[config.mk]
export PLATFORM = sky130hd
export DESIGN_NAME = uart_rx_param
export DESIGN_NICKNAME = d
export VERILOG_FILES = /design/src/rtl/uart_pkg.sv /design/src/rtl/uart_bit_timer.sv /design/src/rtl/uart_rx_param.sv
export SDC_FILE = /design/constraint.sdc
export NUM_CORES = 1
export LEC_CHECK = 0
export ABC_CLOCK_PERIOD_IN_PS = 5350
export CAP_MARGIN = 20
export CORE_ASPECT_RATIO = 1.4
export CORE_MARGIN = 2
export CORE_UTILIZATION = 60
export CTS_BUF_LIST = sky130_fd_sc_hd__clkbuf_8
export CTS_CLUSTER_SIZE = 20
export DETAILED_ROUTE_END_ITERATION = 7
export GPL_TIMING_DRIVEN = 0
export PLACE_DENSITY = 0.9
export RECOVER_POWER = 50
export SKIP_CTS_REPAIR_TIMING = 1
export SYNTH_ARGS = -nofsm -noshare
export SYNTH_HDL_FRONTEND = slang
export SYNTH_SLANG_ARGS = --single-unit
[constraint.sdc]
create_clock -name clk_i -period 5.35 [get_ports clk_i]
set_clock_uncertainty 0.2 [all_clocks]
set_input_delay 0.535 -clock clk_i [delete_from_list [all_inputs] [get_ports clk_i]]
set_output_delay 0.535 -clock clk_i [all_outputs]
set_load 0.005 [all_outputs]
[src/rtl/uart_pkg.sv]
// uart_pkg: state encoding, defaults and helpers shared by the UART receiver and transmitter
package uart_pkg;
  localparam int DEF_DATA_BITS  = 8;
  localparam int DEF_OVERSAMPLE = 16;
  typedef enum logic [2:0] {
    S_IDLE   = 3'd0,
    S_START  = 3'd1,
    S_DATA   = 3'd2,
    S_PARITY = 3'd3,
    S_STOP   = 3'd4,
    S_DONE   = 3'd5,
    S_CLEAR  = 3'd6
  } state_e;
  function automatic int clog2(input int v);
    int r;
    r = 0;
    while ((1 << r) < v) r++;
    return r;
  endfunction
endpackage

[src/rtl/uart_bit_timer.sv]
// uart_bit_timer: oversample tick counter with mid-bit and sample-point strobes
module uart_bit_timer
  import uart_pkg::*;
#(
  parameter int OVERSAMPLE = DEF_OVERSAMPLE
) (
  input  logic clk_i,
  input  logic rst_ni,
  input  logic tick_i,
  input  logic clr_i,
  output logic mid_o,
  output logic smp_o
);
  localparam int TW = clog2(OVERSAMPLE);
  logic [TW-1:0] tick_cnt_q, tick_cnt_d;
  assign mid_o = tick_i && tick_cnt_q == TW'(OVERSAMPLE / 2 - 1);
  assign smp_o = tick_i && tick_cnt_q == TW'(OVERSAMPLE - 1);
  // clear wins; otherwise advance on ticks and wrap naturally at OVERSAMPLE
  always_comb tick_cnt_d = clr_i ? '0 : tick_cnt_q + TW'(tick_i);
  // tick counter register
  always_ff @(posedge clk_i or negedge rst_ni)
    if (!rst_ni) tick_cnt_q <= '0;
    else tick_cnt_q <= tick_cnt_d;
endmodule

[src/rtl/uart_rx_param.sv]
// uart_rx_param: parametrised UART receiver with mid-bit sampling, parity and framing checks
module uart_rx_param
  import uart_pkg::*;
#(
  parameter int DATA_BITS  = DEF_DATA_BITS,
  parameter int OVERSAMPLE = DEF_OVERSAMPLE,
  parameter int PARITY_EN  = 1,
  parameter int PARITY_ODD = 0,
  parameter int STOP_BITS  = 1
) (
  input  logic                 clk_i,
  input  logic                 rst_ni,
  input  logic                 sample_tick_i,
  input  logic                 rx_start_i,
  input  logic                 rx_d_i,
  output logic [DATA_BITS-1:0] rx_data_o,
  output logic                 store_o,
  output logic                 clr_rx_start_bit_o,
  output logic                 parity_err_o,
  output logic                 frame_err_o
);
  state_e               state_q, state_d;
  logic [1:0]           sync_q;
  logic [3:0]           bit_cnt_q, bit_cnt_d;
  logic [DATA_BITS-1:0] shreg_q, shreg_d, rx_data_q;
  logic                 par_q, par_d, frm_q, frm_d;
  logic                 parity_err_q, frame_err_q;
  logic                 load, mid, smp, clr, rxd;
  assign rxd                = sync_q[1];
  assign clr                = state_q == S_IDLE || (state_q == S_START && mid);
  assign rx_data_o          = rx_data_q;
  assign parity_err_o       = parity_err_q;
  assign frame_err_o        = frame_err_q;
  assign store_o            = state_q == S_DONE;
  assign clr_rx_start_bit_o = state_q == S_CLEAR;
  uart_bit_timer #(.OVERSAMPLE(OVERSAMPLE)) u_timer (
    .clk_i  (clk_i),
    .rst_ni (rst_ni),
    .tick_i (sample_tick_i),
    .clr_i  (clr),
    .mid_o  (mid),
    .smp_o  (smp)
  );
  // frame sequencing; a dropped rxStart abandons any frame in flight without touching outputs
  always_comb begin
    state_d   = state_q;
    bit_cnt_d = bit_cnt_q;
    shreg_d   = shreg_q;
    par_d     = par_q;
    frm_d     = frm_q;
    load      = 1'b0;
    case (state_q)
      S_IDLE: state_d = rx_start_i && !rxd ? S_START : S_IDLE;
      S_START: if (mid) begin
        state_d   = rxd ? S_IDLE : S_DATA;
        bit_cnt_d = '0;
        par_d     = 1'b0;
        frm_d     = 1'b0;
      end
      S_DATA: if (smp) begin
        shreg_d   = {rxd, shreg_q[DATA_BITS-1:1]};
        bit_cnt_d = bit_cnt_q == 4'(DATA_BITS - 1) ? 4'd0 : bit_cnt_q + 4'd1;
        if (bit_cnt_q == 4'(DATA_BITS - 1)) state_d = PARITY_EN != 0 ? S_PARITY : S_STOP;
      end
      S_PARITY: if (smp) begin
        par_d     = ^shreg_q ^ rxd ^ 1'(PARITY_ODD);
        bit_cnt_d = '0;
        state_d   = S_STOP;
      end
      S_STOP: if (smp) begin
        frm_d     = frm_q | ~rxd;
        bit_cnt_d = bit_cnt_q + 4'd1;
        load      = bit_cnt_q == 4'(STOP_BITS - 1);
        state_d   = load ? S_DONE : S_STOP;
      end
      S_DONE: state_d = S_CLEAR;
      default: state_d = S_IDLE;
    endcase
    if (!rx_start_i && state_q inside {S_START, S_DATA, S_PARITY, S_STOP}) begin
      state_d = S_IDLE;
      load    = 1'b0;
    end
  end
  // synchroniser, FSM state and result registers; results load only on entry to DONE
  always_ff @(posedge clk_i or negedge rst_ni)
    if (!rst_ni) begin
      sync_q       <= 2'b11;
      state_q      <= S_IDLE;
      bit_cnt_q    <= '0;
      shreg_q      <= '0;
      par_q        <= 1'b0;
      frm_q        <= 1'b0;
      rx_data_q    <= '0;
      parity_err_q <= 1'b0;
      frame_err_q  <= 1'b0;
    end else begin
      sync_q    <= {sync_q[0], rx_d_i};
      state_q   <= state_d;
      bit_cnt_q <= bit_cnt_d;
      shreg_q   <= shreg_d;
      par_q     <= par_d;
      frm_q     <= frm_d;
      if (load) begin
        rx_data_q    <= shreg_q;
        parity_err_q <= par_q;
        frame_err_q  <= frm_d;
      end
    end
endmodule

==> flow_metrics.tcl, run 1 <==
set metrics [dict create \
    synth_top_flop_cell "dfrtp_1" \
    met2_usage 0.413 \
    setup_violations 0 \
    finalHoldViolCount 0 \
    critPathCaptureType "primary output" \
    required_ps 4620 \
    vias_per_cell 5.76 \
    syn_inst 153 \
    finalSetupTns_ps 0 \
    numPortBuffers 16 \
    nNetsFinal 186 \
    rrSetupSlack_ps 2830 \
    powerDensity_mw_per_mm2 321 \
    fin_crit_sh 0.505 \
    vias 1232 \
    drtIter0Drc 37 \
    grt_max_degree 19 \
    cap_violations 0 \
    holdPathStages 0 \
    die-width_um 48.7 \
    grt_pass1_vias 1244 \
    final_cells 214 \
    leakage_nw 0.935 \
    drive_gt1_frac 0.180 \
    tightestPinTransition_ps 905 \
    grt_usage 0.238 \
    status "finished, final reports clean" \
    place_inst 206 \
    use_met1 0.263 \
    wl_um 3200 \
    crit_type "reg2out" \
    cts.path.max_buffers 2 \
    wl_per_cell_um 15.0 \
    fmax_mhz 370 \
    grt.busiest_layer "met2" \
    layout_commonest_cell "dfrtp_1" \
    rsz0062_at_grt "no" \
    slew_headroom 0.396 \
    routabilityCongestion 0.878 \
    gr-usage-met3 0.0830 \
    diodes 0 \
    core.rowCount 22 \
    cts_max_level 2 \
    postRouteAntennaNets 0 \
    dr.pass1.iters 4 \
    path_max_fanout 10 \
    postSynthAreaPerCell_um2 11.0 \
    clockRootBuffer "clkbuf_8" \
    cts.sinks 33 \
    seq_area_frac_synth 0.494 \
    reg2reg_depth 6 \
    ys_warn_count 0 \
    die_h_um 66.6 \
    ios 17 \
    synth-edff-count 0 \
    slew_viol_final 0 \
    whs_ps 157 \
    die_area_mm2 0.00324 \
    synth_fp_nets 162 \
    area_growth_syn_to_layout_pct 17.1 \
    yosysUniqueCellTypes 45 \
    startpoint_type "flop" \
    synth-async-reset-ratio 1.00 \
    dpl.hpwl_um 2310 \
    hold_class "reg2reg" \
    peakVddDrop_v 0.000298 \
    grt_pass1_wl_um 5700 \
    cts_tree "yes" \
    layout_common_cells "dfrtp_1 (31), mux2_2 (15), clkdlybuf4s50_1 (13)" \
    crit_arrival_ps 1970 \
    core_area_mm2 0.00264 \
    numCtsBuffers 5 \
    grt-ovfl-total 0 \
    drcViolationCount 0 \
    layout_min_cycle_time_ps 2700 \
    ys_ff_latch 33 \
    synth_area_mm2 0.00168 \
    clk_latency_ps 290 \
    initial_core_util 0.635 \
    clk_pin_slew_ps 70 \
    antenna_found_initial 0 \
]
## cells by family after synthesis
group / after synthesis / synth area share
flip-flops: 33 / 0.494
AND/OR/NAND/NOR: 43 / 0.142
multiplexers: 18 / 0.120
buffers and inverters: 15 / 0.0425
adder cells (fa/ha/maj): 4 / 0.0298
AO/OA/AOI/OAI: 29 / 0.115
XOR/XNOR: 11 / 0.0574
## registers in the layout, summed over array words and instances, names as in the netlist
name / flops
bit_cnt_q: 4
frame_err_o: 1
frm_q: 1
par_q: 1
parity_err_o: 1
rx_data_o: 8
shreg_q: 8
state_q: 3
sync_q: 2
u_timer.tick_cnt_q: 4
## synth_stat cells (3+ instances only)
| library cell | n | share of area |
|---|---|---|
| o31ai_1 | 3 | 0.013 |
| mux2_2 | 15 | 0.10 |
| xnor2_1 | 8 | 0.042 |
| nor3_1 | 4 | 0.012 |
| buf_2 | 3 | 0.0089 |
| dfrtp_1 | 31 | 0.46 |
| ha_1 | 4 | 0.030 |
| inv_1 | 8 | 0.018 |
| and2_1 | 4 | 0.015 |
| xor2_1 | 3 | 0.016 |
| a21oi_1 | 4 | 0.012 |
| nor2_1 | 5 | 0.011 |
| nand3_1 | 5 | 0.015 |
| nand2_1 | 10 | 0.022 |
| o21ai_0 | 9 | 0.027 |
## through the flow
step	setup WS, ps	total power, mW	util	cell area (um2)
after CTS	2670	0.639	0.754	1990
final	2650	0.630	0.743	1960
after detailed placement	2440	0.457	0.723	1910
after global placement	2550	0.443	0.713	1880
after floorplan	3310	0.411	-	1680
after global routing	2540	0.668	0.743	1960
## report_power, final
group          internal [mW]  total, mW  leakage [nW]  switching [mW]
Combinational         0.0671      0.170         0.452           0.103
Clock                 0.0881      0.179        0.0491          0.0910
Sequential             0.268      0.281         0.434          0.0128
Total                  0.423      0.630         0.935           0.207
## worst max-delay path: stages (launching register included)
cell             delay [ps]
dfrtp_1                 360
clkbuf_1                360
inv_1                   160
nor3b_1                 240
clkdlybuf4s50_1         560
## routing by layer
metal  part of all wire  wire, um
met1               0.42      1360
met2               0.52      1680
met3              0.036       114
met4              0.017        55
met5                  0         0
## final timing paths
path | from | endpoint
setup / recovery | state_q[1] | clr_rx_start_bit_o
hold / removal | sync_q[0] | sync_q[1]
setup reg to reg | state_q[1] | rx_data_o[7]
hold reg to reg | sync_q[0] | sync_q[1]
max in group asynchronous | rst_ni | rx_data_o[7]
min in group asynchronous | rst_ni | bit_cnt_q[0]
## area by class of cell
| cell class | instances | area [um2] |
|---|---|---|
| fillers | 191 | 678 |
| flip-flops and latches | 33 | 828 |
| inverters | 8 | 30.0 |
| well taps | 36 | 45.0 |
| clock buffers | 5 | 68.8 |
| plain buffers | 7 | 40.0 |
| clock inverters | 3 | 13.8 |
| repair buffers | 17 | 164 |
| multi-input cells | 105 | 774 |
No activity file was read; power rests on OpenSTA's default activity.
==> run 2, diff against run 1 <==
--- a/config.mk
+++ b/config.mk
@@ -5,16 +5,16 @@
 export SDC_FILE = /design/constraint.sdc
 export NUM_CORES = 1
 export LEC_CHECK = 0
-export ABC_CLOCK_PERIOD_IN_PS = 5350
+export ABC_CLOCK_PERIOD_IN_PS = 2550
 export CAP_MARGIN = 20
 export CORE_ASPECT_RATIO = 1.4
 export CORE_MARGIN = 2
-export CORE_UTILIZATION = 60
+export CORE_UTILIZATION = 58
 export CTS_BUF_LIST = sky130_fd_sc_hd__clkbuf_8
 export CTS_CLUSTER_SIZE = 20
 export DETAILED_ROUTE_END_ITERATION = 7
 export GPL_TIMING_DRIVEN = 0
-export PLACE_DENSITY = 0.9
+export PLACE_DENSITY = 0.87
 export RECOVER_POWER = 50
 export SKIP_CTS_REPAIR_TIMING = 1
 export SYNTH_ARGS = -nofsm -noshare
==> constraint.sdc (replaced) <==
create_clock -name clk_i -period 2.55 [get_ports clk_i]
set_clock_uncertainty 0.2 [all_clocks]
set_input_delay 0.255 -clock clk_i [delete_from_list [all_inputs] [get_ports clk_i]]
set_output_delay 0.255 -clock clk_i [all_outputs]
set_load 0.005 [all_outputs]
==> flow_metrics.tcl, run 2 (same netlist as run 1, synthesis figures left out) <==
set metrics [dict create \
    drtIter0Drc 44 \
    setup_violations 0 \
    layout_common_cells "dfrtp_1 (31), mux2_2 (15), clkdlybuf4s50_1 (11)" \
    cts.sinks 33 \
    slowest_delay_ps 550 \
    cts_max_level 2 \
    clockRootBuffer "clkbuf_8" \
    core.rowCount 23 \
    netSwitchingFraction 0.314 \
    leakage_nw 0.945 \
    rrSetupSlack_ps 210 \
    postRouteAntennaNets 0 \
    use_met1 0.247 \
    fin_util 0.700 \
    finalSetupTns_ps 0 \
    finalHoldViolCount 0 \
    area_growth_syn_to_layout_pct 17.7 \
    seq_power_share 0.439 \
    startpoint_type "flop" \
    fmax_mhz 422 \
    grt_pass1_vias 1243 \
    die_h_um 67.6 \
    numPortBuffers 16 \
    place_area_mm2 0.00191 \
    ios 17 \
    power_mw 1.34 \
    hold_class "reg2reg" \
    wl_per_cell_um 14.6 \
    crit_chain "buf_2 -> clkbuf_1 -> nor3b_1 -> clkdlybuf4s50_1" \
    dr.pass1.iters 4 \
    vias 1224 \
    final_cells 214 \
    switchingPower_uw 420 \
    slew_headroom 0.334 \
    grt-ovfl-total 0 \
    required_ps 2100 \
    gr-usage-met3 0.0509 \
    nNetsFinal 186 \
    fin_crit_sh 0.930 \
    tightestPinTransition_ps 999 \
    numCtsBuffers 5 \
    cts_tree "yes" \
    final_area_mm2 0.00197 \
    crit_arrival_ps 1920 \
    core_area_mm2 0.00282 \
    grt_pass1_wl_um 5550 \
    layout_min_cycle_time_ps 2370 \
    dpl.hpwl_um 2310 \
    p_clk_frac 0.292 \
    slew_viol_final 0 \
    die-width_um 49.5 \
    cts.path.max_buffers 2 \
    drcViolationCount 0 \
    crit_slowest_cell "clkdlybuf4s50_1" \
    wl_um 3110 \
    crit_type "reg2out" \
    layout_commonest_cell "dfrtp_1" \
    peakVddDrop_v 0.000509 \
    p_int_uw 916 \
    vias_per_cell 5.72 \
    die_area_mm2 0.00335 \
    place_inst 207 \
    met2_usage 0.400 \
    combPwrFrac 0.268 \
    grt_max_degree 20 \
    drive_gt1_frac 0.186 \
    powerDensity_mw_per_mm2 676 \
    routabilityCongestion 0.863 \
    cap_violations 0 \
    clk_pin_slew_ps 70 \
    diodes 0 \
    antenna_found_initial 0 \
    status "finished, final reports clean" \
    grt.busiest_layer "met2" \
    clk_latency_ps 290 \
    critPathCaptureType "primary output" \
    initial_core_util 0.595 \
    rsz0062_at_grt "no" \
    path_max_fanout 10 \
    grt_usage 0.227 \
]
==> run 2: through the flow <==
step | setup WS [ps] | hold WS, ps
after floorplan | 540 | -241
after global placement | 57.8 | 146
after detailed placement | -22.2 | 149
after CTS | 191 | 151
after global routing | 48.2 | 160
final | 179 | 140
==> run 2: worst max-delay path: cells and delay by family, from the launching register on <==
family	cells	cell delay (ps)
AND/OR/NAND/NOR	1	260
flip-flops	1	320
buffers and inverters	3	1050
==> run 2: final cells by class <==
cell class / count / area, um2
multi-input cells: 105 / 778
clock buffers: 6 / 82.6
plain buffers: 7 / 41.3
clock inverters: 1 / 3.75
well taps: 37 / 46.3
inverters: 8 / 30.0
flip-flops and latches: 33 / 828
repair buffers: 17 / 164
fillers: 220 / 846
==> run 2: per-layer routing <==
metal	vias up	share of wire
met3	10	0.044
met4	0	0.033
li1	589	-
met2	32	0.52
met5	-	0
met1	593	0.40
==> run 2: power by group through the flow <==
stage               combinational, mW  sequential [mW]  clock [mW]
floorplan                       0.272            0.590           0
global placement                0.340            0.592           0
detailed placement              0.358            0.596           0
CTS                             0.364            0.587       0.393
global route                    0.406            0.591       0.417
finish                          0.359            0.587       0.391
==> run 2: path summary, 6_finish.rpt <==
kind	start	endpoint	cells past startpoint
hold reg to reg	sync_q[0]	sync_q[1]	0
setup / recovery	state_q[2]	clr_rx_start_bit_o	4
max in group asynchronous	rst_ni	shreg_q[6]	2
min in group asynchronous	rst_ni	bit_cnt_q[3]	1
setup reg to reg	state_q[1]	rx_data_o[7]	6
hold / removal	sync_q[0]	sync_q[1]	0
==> run 3, diff against run 2 <==
--- a/config.mk
+++ b/config.mk
@@ -11,8 +11,9 @@
 export CORE_MARGIN = 2
 export CORE_UTILIZATION = 58
 export CTS_BUF_LIST = sky130_fd_sc_hd__clkbuf_8
-export CTS_CLUSTER_SIZE = 20
+export CTS_CLUSTER_SIZE = 24
 export DETAILED_ROUTE_END_ITERATION = 7
+export GPL_ROUTABILITY_DRIVEN = 0
 export GPL_TIMING_DRIVEN = 0
 export PLACE_DENSITY = 0.87
 export RECOVER_POWER = 50
==> results of run 3 <==
Same layout as run 2: the final DEF is identical, and so are final timing and power.
